File: src/rtl/parking_time_log.sv
// Parking lot slot allocator and entry/exit time logger.
// Entries take the lowest free slot; exits report the stored entry time alongside the exit time.
module parking_time_log #(
    parameter int NUM_SLOTS = 8,
    parameter int TICK_DIV  = 4
) (
    input  logic                         clk,
    input  logic                         rst,
    input  logic                         car_enter,
    input  logic                         car_exit,
    input  logic [$clog2(NUM_SLOTS)-1:0] exit_slot,
    output logic                         enter_ack,
    output logic [$clog2(NUM_SLOTS)-1:0] assigned_slot,
    output logic                         enter_err,
    output logic                         out_valid,
    output logic [7:0]                   time_in,
    output logic [7:0]                   time_out,
    output logic                         exit_err,
    output logic [$clog2(NUM_SLOTS):0]   occupancy,
    output logic                         full
);

    localparam int SW = $clog2(NUM_SLOTS);
    localparam int OW = SW + 1;
    localparam int PW = (TICK_DIV > 1) ? $clog2(TICK_DIV) : 1;

    logic [PW-1:0]        presc;
    logic [7:0]           time_cnt;
    logic [NUM_SLOTS-1:0] occ_map;
    logic [NUM_SLOTS-1:0] map_next;
    logic [7:0]           entry_time [NUM_SLOTS];

    logic          tick;
    logic          lot_full;
    logic [SW-1:0] free_slot;
    logic          enter_ok;
    logic          enter_rej;
    logic          exit_ok;
    logic          exit_bad;
    logic [OW-1:0] occ_next;

    // Request/response contract: car_enter and car_exit are single-cycle requests with no
    // backpressure; each produces exactly one single-cycle response pulse on the following
    // cycle (enter_ack or enter_err; out_valid or exit_err). Data outputs hold between pulses.

    assign tick      = (presc == PW'(TICK_DIV - 1));
    assign lot_full  = &occ_map;
    assign enter_ok  = car_enter && !lot_full;
    assign enter_rej = car_enter && lot_full;
    assign exit_ok   = car_exit && occ_map[exit_slot];
    assign exit_bad  = car_exit && !occ_map[exit_slot];

    // Allocation looks at the map as it stood before any same-cycle exit.
    always_comb begin
        free_slot = '0;
        for (int i = NUM_SLOTS - 1; i >= 0; i--) begin
            if (!occ_map[i]) begin
                free_slot = SW'(i);
            end
        end
    end

    always_comb begin
        map_next = occ_map;
        if (exit_ok) begin
            map_next[exit_slot] = 1'b0;
        end
        if (enter_ok) begin
            map_next[free_slot] = 1'b1;
        end
    end

    assign occ_next = occupancy + OW'(enter_ok) - OW'(exit_ok);

    always_ff @(posedge clk) begin
        if (rst) begin
            presc         <= '0;
            time_cnt      <= '0;
            occ_map       <= '0;
            enter_ack     <= 1'b0;
            assigned_slot <= '0;
            enter_err     <= 1'b0;
            out_valid     <= 1'b0;
            time_in       <= '0;
            time_out      <= '0;
            exit_err      <= 1'b0;
            occupancy     <= '0;
            full          <= 1'b0;
        end else begin
            presc     <= tick ? '0 : presc + PW'(1);
            time_cnt  <= tick ? time_cnt + 8'd1 : time_cnt;
            occ_map   <= map_next;
            enter_ack <= enter_ok;
            enter_err <= enter_rej;
            out_valid <= exit_ok;
            exit_err  <= exit_bad;
            occupancy <= occ_next;
            full      <= (occ_next == OW'(NUM_SLOTS));
            if (enter_ok) begin
                assigned_slot <= free_slot;
            end
            if (exit_ok) begin
                time_in  <= entry_time[exit_slot];
                time_out <= time_cnt;
            end
        end
    end

    // Stored times need no reset: a slot's time is only read after its occupied bit is set.
    always_ff @(posedge clk) begin
        if (!rst && enter_ok) begin
            entry_time[free_slot] <= time_cnt;
        end
    end

endmodule

File: config.mk
export PLATFORM = sky130hd
export DESIGN_NAME = parking_time_log
export DESIGN_NICKNAME = d
export VERILOG_FILES = /design/src/rtl/parking_time_log.sv
export SDC_FILE = /design/constraint.sdc
export NUM_CORES = 1
export LEC_CHECK = 0
export ABC_AREA = 1
export BUFFER_PORTS_ARGS = -buffer_cell sky130_fd_sc_hd__clkbuf_2
export CAP_MARGIN = 5
export CORE_ASPECT_RATIO = 1.75
export CORE_MARGIN = 5
export CORE_UTILIZATION = 50
export DETAILED_ROUTE_END_ITERATION = 8
export GPL_TIMING_DRIVEN = 0
export PLACE_DENSITY = 0.68
export SLEW_MARGIN = 10
export SYNTH_ARGS = -nofsm -noshare
export SYNTH_HDL_FRONTEND = slang
export SYNTH_SLANG_ARGS = --single-unit
File: constraint.sdc
create_clock -name clk -period 4.3 [get_ports clk]
set_input_delay 0.43 -clock clk [delete_from_list [all_inputs] [get_ports clk]]
set_output_delay 0.43 -clock clk [all_outputs]
set_load 0.05 [all_outputs]
==> flow_metrics.tcl, run 1 <==
set metrics [dict create \
    status "finished, final reports clean" \
    grt_overflow_total 0 \
    cts.sinks 110 \
    path_cells "nand2_1, nor2_1, nand2_1, nand2_1, nand3_1, nand2_1, ha_1, inv_1, fa_1, xor2_1, nand3_1, nor3_1" \
    synth_common_cells "141 x nand2_1, 65 x nor2_1, 64 x edfxtp_1, 50 x a21oi_1, 46 x dfxtp_1" \
    synth_top_area_share_pct 41.15 \
    min_to "enter_ack$_SDFF_PP0_" \
    drt.antenna.violating_nets 0 \
    cts_setup_buffers 0 \
    rows 46 \
    synth_top_area_cell "edfxtp_1" \
    relSlewSlack_pct 43.97 \
    initial_utilization_pct 51.36 \
    r2r_cells 12 \
    slowest_delay_ps 420 \
    io_buffers 33 \
    clock-root-buffer "clkbuf_16" \
    gp_congestion 0.8643 \
    total_power_mw 2.191 \
    yosysWarnings 0 \
    seq_area_frac_synth_pct 60.86 \
    netlist_area_mm2 0.004671 \
    htree_levels 3 \
    yosys_most_used_dff "edfxtp_1" \
    crit_buf_inv 1 \
    grt_start_max_net_pins 17 \
    layout-drive-gt1-share_pct 11.86 \
    fin_setup_tns_ps 0 \
    drv_cap 0 \
    io_pins 35 \
    synth_top_family_by_area "simple AND/OR/NAND/NOR gates" \
    worstPathArrival_ps 2730 \
    max_freq_mhz 406.3 \
    synth_compound_area_share_pct 8.706 \
    hold_depth 2 \
    synth_xor_area_share_pct 0.3750 \
    die_area_mm2 0.01145 \
    die-width_um 83.06 \
    timing.rr.end "full$_SDFF_PP0_" \
    via_count 3600 \
    leakagePower_nw 2.229 \
    drt-wirelength-per-cell_um 16.52 \
    drv_slew 0 \
    skew_ps 5.881 \
    numPlacedInstances 669 \
    placed_area_mm2 0.004986 \
    synth.most_common_cell "nand2_1" \
    power_density_mw_per_mm2 417.6 \
    vias_per_cell 5.255 \
    netlist_instances 516 \
    hold_viol_final 0 \
    cp_common_cell "nand2_1" \
    layout.nets 573 \
    synth_nets 529 \
    yosysUniqueCellTypes 26 \
    clockBufferDepth 2 \
    dr.pass1.iters 4 \
    drt_iter0_drc 294 \
    cts_resized 0 \
    core_mm2 0.009094 \
    rsz0062_at_grt "no" \
    final_area_mm2 0.005246 \
    antennaDiodeCount 0 \
    period_minus_slack_ps 2461 \
    ir_drop_v 0.0003021 \
    drc_errors 0 \
    grt_pass1_wl_mm 17.97 \
    path_clk_slew_ps 70 \
    fin_cells 685 \
    synthAdderAreaFrac_pct 1.768 \
    synth.mux.area_fraction_pct 0 \
    avgSynthCellArea_um2 9.052 \
    yosys.area_share.simple_pct 21.99 \
    start_kind "flop" \
    area_growth_pct 12.32 \
    wirelength_mm 11.32 \
    crit_path_end_kind "flop" \
    ys_seq_elements 110 \
    reg2reg_slack_ps 1840 \
    die_y_um 137.9 \
    synth_edf_count 64 \
    hp-class "in -> reg" \
    fin_crit_sh_pct 57.23 \
    tightest_slew_ps 837.3 \
    track_usage_pct 20.66 \
    cts_made_buffers 9 \
    setup_viol 0 \
    post-route-util_pct 57.69 \
    antenna_found_initial 0 \
    ctsHoldBuffers 0 \
    cp_slowest_cell "dfxtp_1" \
    clk_latency_ps 340 \
    synth_area_leaders "edfxtp_1 41%, dfxtp_1 20%, nand2_1 11%, a21oi_1 5.4%, nor2_1 5.2%" \
    required_ps 4570 \
    critPathKind "reg -> reg" \
    grt_pass1_vias 3494 \
    crit_family "simple AND/OR/NAND/NOR gates" \
    critical_path.max_fanout 5 \
    r2r_start "occ_map[1]$_SDFF_PP0_" \
    async_flop_share_pct 0 \
    worstHoldStart "rst" \
    dp_hpwl_mm 8.284 \
    tritoncts "built" \
]
[sequential cells by signal (all words and copies together) (netlist names)]
name and count:
assigned_slot 3, enter_ack 1, enter_err 1, entry_time 64, exit_err 1, full 1
occ_map 8, occupancy 4, out_valid 1, presc 2, time_cnt 8, time_in 8
time_out 8
[per-stage QoR]
step	worst slack (ps)	hold slack (ps)
after CTS	1817	310.4
final	1839	313.7
after floorplan	1993	404.3
after global placement	1553	413.4
after detailed placement	1524	420.5
after global routing	1624	336.3
[worst reg2reg max path: stages, from the launching register on]
cell and delay (ps):
dfxtp_1 420, nand2_1 120, nor2_1 260, nand2_1 120, nand2_1 160, nand3_1 160
nand2_1 120, ha_1 130, inv_1 60, fa_1 370, xor2_1 190, nand3_1 110
nor3_1 160
[metal layers]
layer	routed length [µm]	GRT usage [%]
met1	4036	21.48
met2	6459	40.40
met3	411	2.973
met4	409	9.727
met5	0	0
[layout by cell type (no fill, tap or decap)]
| master | n |
|---|---|
| nor3_1 | 8 |
| o221a_2 | 1 |
| clkbuf_2 | 34 |
| inv_2 | 1 |
| fa_1 | 1 |
| clkbuf_16 | 9 |
| inv_1 | 44 |
| nand3_1 | 20 |
| dfxtp_1 | 46 |
| ha_1 | 5 |
| clkbuf_1 | 8 |
| a21oi_1 | 50 |
| nor2_1 | 65 |
| clkinv_2 | 3 |
| nand2_1 | 141 |
| edfxtp_1 | 64 |
| o21ai_0 | 25 |
| o21ai_1 | 1 |
| clkinv_1 | 1 |
| nand2_4 | 2 |
| buf_1 | 2 |
| nand4_1 | 5 |
| nand3b_1 | 6 |
| buf_4 | 2 |
| nor3b_1 | 2 |
| clkinvlp_4 | 1 |
| a211oi_1 | 1 |
| xor2_1 | 2 |
| buf_6 | 1 |
| buf_2 | 13 |
| o21a_1 | 1 |
[kinds of logic (layout without fill, tap and decap cells)]
| kind of cell | count (synthesis) | after routing |
|---|---|---|
| DFF | 110 | 110 |
| buffers and inverters | 70 | 119 |
| and+or+nand+nor | 249 | 249 |
| xor gates and xnor gates | 2 | 2 |
| adders and majority gates | 6 | 6 |
| AOI/OAI and AO/OA | 79 | 79 |
[power by group]
part / switching, mW / internal (mW) / total, mW / leakage [nW]
Sequential: 0.0226 / 1.14 / 1.16 / 1.02
Combinational: 0.211 / 0.0739 / 0.285 / 1.08
Clock: 0.352 / 0.390 / 0.742 / 0.130
[cell type report]
| class | count | area (µm²) |
|---|---|---|
| Fill cell | 864 | 3847 |
| Sequential cell | 110 | 2843 |
| Multi-Input combinational cell | 336 | 1534 |
| Clock buffer | 11 | 234.0 |
| Inverter | 45 | 168.9 |
| Timing Repair Buffer | 33 | 165.2 |
| Tap cell | 120 | 150.1 |
| Buffer | 25 | 125.1 |
| Clock inverter | 5 | 26.28 |
[how the worst max path moves through the flow]
stage,startpoint,end,slack [ps],depth (start not counted)
2_1_floorplan,exit_slot[2],full$_SDFF_PP0_,1990,15
4_1_cts,occ_map[1]$_SDFF_PP0_,full$_SDFF_PP0_,1820,12
3_5_place_dp,exit_slot[0],full$_SDFF_PP0_,1520,15
3_3_place_gp,exit_slot[2],full$_SDFF_PP0_,1550,16
5_1_grt,occ_map[1]$_SDFF_PP0_,full$_SDFF_PP0_,1620,12
6_report,occ_map[1]$_SDFF_PP0_,full$_SDFF_PP0_,1840,12
Power figures use the tool's default switching activity.
==> run 2, diff against run 1 <==
Settings changed: PLACE_DENSITY 0.68 to 0.71.
Clock period 4.3 ns to 2.1 ns, I/O delays scaled along.
==> flow_metrics.tcl, run 2 (synthesis gave the netlist of run 1 again) <==
set metrics [dict create \
    violations "negative setup slack" \
    setup_viol 1 \
    die-width_um 83.06 \
    drt.antenna.violating_nets 0 \
    drt_iter0_drc 378 \
    r2r_start "occ_map[6]$_SDFF_PP0_" \
    reg2reg_slack_ps -6 \
    drc_errors 0 \
    place_ws_ps -462.4 \
    cts.sinks 110 \
    largest_register "entry_time" \
    gp_congestion 0.8821 \
    path_cells "nand2_1, nor2_2, nand2_1, nand2_4, nand3_4, nand2_4, ha_4, inv_2, fa_2, nand3_1, nor3_2" \
    start_kind "flop" \
    core_mm2 0.009094 \
    antenna_found_initial 0 \
    crit_buf_inv 1 \
    dp_hpwl_mm 8.248 \
    cp.depth 11 \
    tritoncts "built" \
    initial_utilization_pct 51.36 \
    io_pins 35 \
    placed_area_mm2 0.004989 \
    io_buffers 33 \
    htree_levels 3 \
    skew_ps 7.569 \
    post-route-util_pct 59.67 \
    slowest_delay_ps 540 \
    n_fill_cell 815 \
    relSlewSlack_pct 60.30 \
    crit_family "simple AND/OR/NAND/NOR gates" \
    seq_area_mm2 0.002849 \
    clk_latency_ps 350 \
    highest_layer "met4" \
    clock-root-buffer "clkbuf_16" \
    wl_met1_mm 4.350 \
    grt_start_max_net_pins 19 \
    critPathCapture "full$_SDFF_PP0_" \
    drt-wirelength-per-cell_um 16.93 \
    layout.nets 579 \
    grt_overflow_total 0 \
    final_common_cell "nand2_1" \
    critPathLaunch "occ_map[6]$_SDFF_PP0_" \
    largest_register_ffs 64 \
    ir_drop_v 0.0006713 \
    critPathKind "reg -> reg" \
    path_clk_slew_ps 70 \
    via_count 3690 \
    r2r_cells 11 \
    vias_per_cell 5.340 \
    dr.pass1.iters 4 \
    leakagePower_nw 2.258 \
    fin_setup_tns_ps -5.817 \
    grt_pass1_wl_mm 18.08 \
    antennaDiodeCount 0 \
    clockBufferDepth 2 \
    grt_pass1_vias 3619 \
    crit_path_end_kind "flop" \
    rsz0062_at_grt "yes" \
    tightest_slew_ps 595.5 \
    hp-class "in -> reg" \
    die_y_um 137.9 \
    die_area_mm2 0.01145 \
    fin_crit_sh_pct 100.3 \
    critical_path.max_fanout 5 \
    multi_input_area_mm2 0.001638 \
    holdWs_ps 96.29 \
    final_area_mm2 0.005426 \
    wl_met3_um 327 \
    drv_slew 0 \
    wirelength_mm 11.70 \
    drv_cap 0 \
    layout-drive-gt1-share_pct 17.86 \
    hold_viol_final 0 \
    final_cell_mix "137 x nand2_1, 64 x edfxtp_1, 57 x nor2_1" \
    status "complete, but fails checks" \
    route.met2.wl_mm 6.434 \
    required_ps 2380 \
    worstPathArrival_ps 2390 \
    worst_slack_ps -5.817 \
    power_density_mw_per_mm2 851.7 \
    cts_made_buffers 9 \
    max_freq_mhz 474.9 \
    rows 46 \
    period_minus_slack_ps 2106 \
    timing.rr.end "full$_SDFF_PP0_" \
    area_growth_pct 16.18 \
    track_usage_pct 20.95 \
    cp_slowest_cell "fa_2" \
]
## run 2: changes by cell type in the layout (fill, tap and decap cells not counted), sizes merged
| cell | delta |
|---|---|
| buf | +6 |
| clkinv | +1 |
| clkinvlp | +1 |
| inv | -2 |
## run 2: layer usage
metal | up-vias | GRT usage (%)
met4 | 0 | 12.45
met3 | 32 | 3.448
met2 | 103 | 40.63
met5 | - | 0
met1 | 1758 | 20.68
li1 | 1797 | -
## run 2: power by group
| group | switching (mW) | internal, mW | leakage, nW |
|---|---|---|---|
| sequential | 0.0487 | 2.34 | 1.02 |
| combinational | 0.465 | 0.184 | 1.10 |
| clock | 0.730 | 0.857 | 0.142 |
## run 2: worst min path at each step
stage,start,endpoint,slack [ps],cells past startpoint
after detailed placement,presc[0]$_SDFF_PP0_,presc[0]$_SDFF_PP0_,430,1
after CTS,rst,enter_ack$_SDFF_PP0_,90,2
final,rst,enter_ack$_SDFF_PP0_,100,2
after floorplan,rst,enter_ack$_SDFF_PP0_,310,1
after global routing,rst,enter_ack$_SDFF_PP0_,120,2
after global placement,presc[0]$_SDFF_PP0_,presc[0]$_SDFF_PP0_,410,1
## run 2: worst reg2reg max path, cell delays in order, from the launching register on
cell	delay, ps
dfxtp_2	390
nand2_1	120
nor2_2	150
nand2_1	120
nand2_4	130
nand3_4	100
nand2_4	110
ha_4	120
inv_2	40
fa_2	540
nand3_1	110
nor3_2	110
## run 2: through the flow
stage | instances | power [mW]
floorplan | 516 | 2.859
global placement | 669 | 3.001
detailed placement | 669 | 3.016
CTS | 688 | 4.606
global route | 691 | 4.793
finish | 691 | 4.622
## run 2: repair_timing
action	4_1_cts	5_1_grt
setup buffers	4	3
setup endpoints to repair	36	60
resized for setup	18	19
pin swaps	8	5
hold buffers	0	0
## run 2: area by class of cell
type	instances	area share, %
Timing Repair Buffer	40	4.012
Sequential cell	110	52.50
Buffer	24	2.190
Multi-Input combinational cell	336	30.18
Inverter	45	3.251
Clock inverter	5	0.4381
Tap cell	120	2.767
Clock buffer	11	4.658
==> run 3, diff against run 2 <==
Settings changed: ABC_AREA 1 to unset, CORE_UTILIZATION 50 to 40, PLACE_DENSITY 0.71 to unset.
==> flow_metrics.tcl, run 3 <==
set metrics [dict create \
    status "complete, but fails checks" \
    violations "negative setup slack" \
    synth_top_area_share_pct 43.86 \
    layout.nets 400 \
    numPlacedInstances 500 \
    yosys_most_used_dff "edfxtp_1" \
    cp_slowest_cell "fa_2" \
    final_cell_mix "64 x edfxtp_1, 40 x dfxtp_1, 35 x nor2_1" \
    grt_start_max_net_pins 18 \
    antennaDiodeCount 0 \
    ctsHoldBuffers 0 \
    vias_per_cell 5.525 \
    track_usage_pct 16.40 \
    fin_crit_sh_pct 114.7 \
    htree_levels 3 \
    synth_nets 348 \
    leakagePower_nw 1.925 \
    total_power_mw 4.707 \
    area_growth_pct 19.45 \
    async_flop_share_pct 0 \
    place_ws_ps -613.5 \
    yosysWarnings 0 \
    final_common_cell "edfxtp_1" \
    layout-drive-gt1-share_pct 26.28 \
    netlist_area_mm2 0.004382 \
    largest_register "entry_time" \
    rows 50 \
    synth_common_cells "64 x edfxtp_1, 46 x dfxtp_1, 37 x nor2_1, 18 x nand2_1, 17 x mux2i_1" \
    start_kind "flop" \
    grt_overflow_total 0 \
    relSlewSlack_pct 34.83 \
    path_clk_slew_ps 70 \
    ys_seq_elements 110 \
    via_count 2884 \
    avgSynthCellArea_um2 13.08 \
    die_area_mm2 0.01323 \
    ir_drop_v 0.0004879 \
    seq_area_frac_synth_pct 64.88 \
    critPathKind "reg -> reg" \
    largest_register_ffs 64 \
    worstPathArrival_ps 2690 \
    drc_errors 0 \
    tritoncts "built" \
    core_mm2 0.01070 \
    io_buffers 33 \
    clk_latency_ps 340 \
    setup_viol 4 \
    io_pins 35 \
    worst_slack_ps -307.9 \
    drv_cap 0 \
    grt_pass1_wl_mm 15.97 \
    crit_path_end_kind "flop" \
    die_y_um 148.5 \
    hold_viol_final 0 \
    tightest_slew_ps 974.0 \
    critical_path.max_fanout 5 \
    dr.pass1.iters 6 \
    netlist_instances 335 \
    initial_utilization_pct 40.96 \
    synth.most_common_cell "edfxtp_1" \
    rsz0062_at_grt "yes" \
    fin_cells 522 \
    drv_slew 0 \
    skew_ps 6.675 \
    dp_hpwl_mm 6.978 \
    grt_pass1_vias 2982 \
    synth_area_leaders "edfxtp_1 44%, dfxtp_1 21%, mux2i_1 3.9%, nor2_1 3.2%, mux2_2 2.3%" \
    power_density_mw_per_mm2 899.4 \
    hp-class "in -> reg" \
    drt.antenna.violating_nets 0 \
    max_freq_mhz 415.3 \
    synth_top_area_cell "edfxtp_1" \
    cts_made_buffers 9 \
    drt_iter0_drc 320 \
    slowest_delay_ps 530 \
    required_ps 2390 \
    die-width_um 89.12 \
    antenna_found_initial 0 \
    path_cells "mux2i_1, mux4_2, a21boi_4, buf_8, xnor2_2, ha_2, inv_2, fa_2, and4b_1" \
    gp_congestion 0.8539 \
    wirelength_mm 10.31 \
    drt-wirelength-per-cell_um 19.74 \
    synth_edf_count 64 \
    cts.sinks 110 \
    period_minus_slack_ps 2408 \
    clock-root-buffer "clkbuf_16" \
    clockBufferDepth 2 \
    yosysUniqueCellTypes 52 \
    post-route-util_pct 48.92 \
]
-- run 3: worst paths after layout --
kind / start / slack (ps) / depth (start not counted) / endpoint
setup reg to reg: occ_map[4]$_SDFF_PP0_ / -310 / 9 / full$_SDFF_PP0_
setup / recovery: occ_map[4]$_SDFF_PP0_ / -310 / 9 / full$_SDFF_PP0_
hold / removal: car_exit / 110 / 2 / occ_map[0]$_SDFF_PP0_
hold reg to reg: presc[0]$_SDFF_PP0_ / 430 / 1 / presc[0]$_SDFF_PP0_
-- run 3: what timing repair did --
action | in CTS | in global routing
pin swaps | 8 | 6
gates cloned | 0 | 0
endpoints found under the setup margin | 38 | 28
resized for setup | 12 | 8
buffers inserted | 5 | 1
-- run 3: where the power goes --
part           switching (mW)  total (mW)  leakage, nW  internal, mW
clock network           0.738        1.91        0.160          1.17
logic                   0.298       0.456        0.792         0.158
registers              0.0320        2.34        0.973          2.31
-- run 3: layout make-up --
cell class / count / area, µm²
multi-input cells: 198 / 1486
plain buffers: 17 / 123.9
repair buffers: 41 / 229.0
clock inverters: 5 / 106.4
flip-flops and latches: 110 / 2855
clock buffers: 11 / 232.7
fillers: 922 / 5464
inverters: 10 / 37.54
well taps: 130 / 162.7
-- run 3: worst max-delay path: cells and delay by family (launching register included) --
| family | cells | cell delay [ps] |
|---|---|---|
| compound gates | 1 | 210 |
| xor+xnor | 1 | 100 |
| buf+inv | 2 | 180 |
| fa+ha+maj | 2 | 730 |
| flops | 1 | 360 |
| simple gates | 1 | 180 |
| mux | 2 | 570 |
-- run 3: cells by family (layout without fill, tap and decap cells) --
logic type / after synthesis / after routing / synth area share [%]
compound gates: 67 / 67 / 11.51
xor+xnor: 9 / 9 / 1.799
fa+ha+maj: 6 / 6 / 1.885
buf+inv: 27 / 84 / 2.941
flops: 110 / 110 / 64.88
mux: 29 / 29 / 7.738
simple gates: 87 / 87 / 9.252
-- run 3: through the flow --
step / TNS, ps / hold slack (ps) / area [µm²]
2_1_floorplan: -1002 / 289.9 / 4415
3_3_place_gp: -18070 / 413.5 / 4743
3_5_place_dp: -6225 / 424.2 / 4772
4_1_cts: -985.0 / 107.0 / 5186
5_1_grt: -1526 / 127.6 / 5234
6_report: -972.0 / 113.8 / 5234
-- run 3: routing by layer --
layer | track usage (%) | wire, µm
met2 | 27.99 | 5466
met5 | 0 | 0
met4 | 7.824 | 345
met1 | 19.09 | 3993
met3 | 3.437 | 501
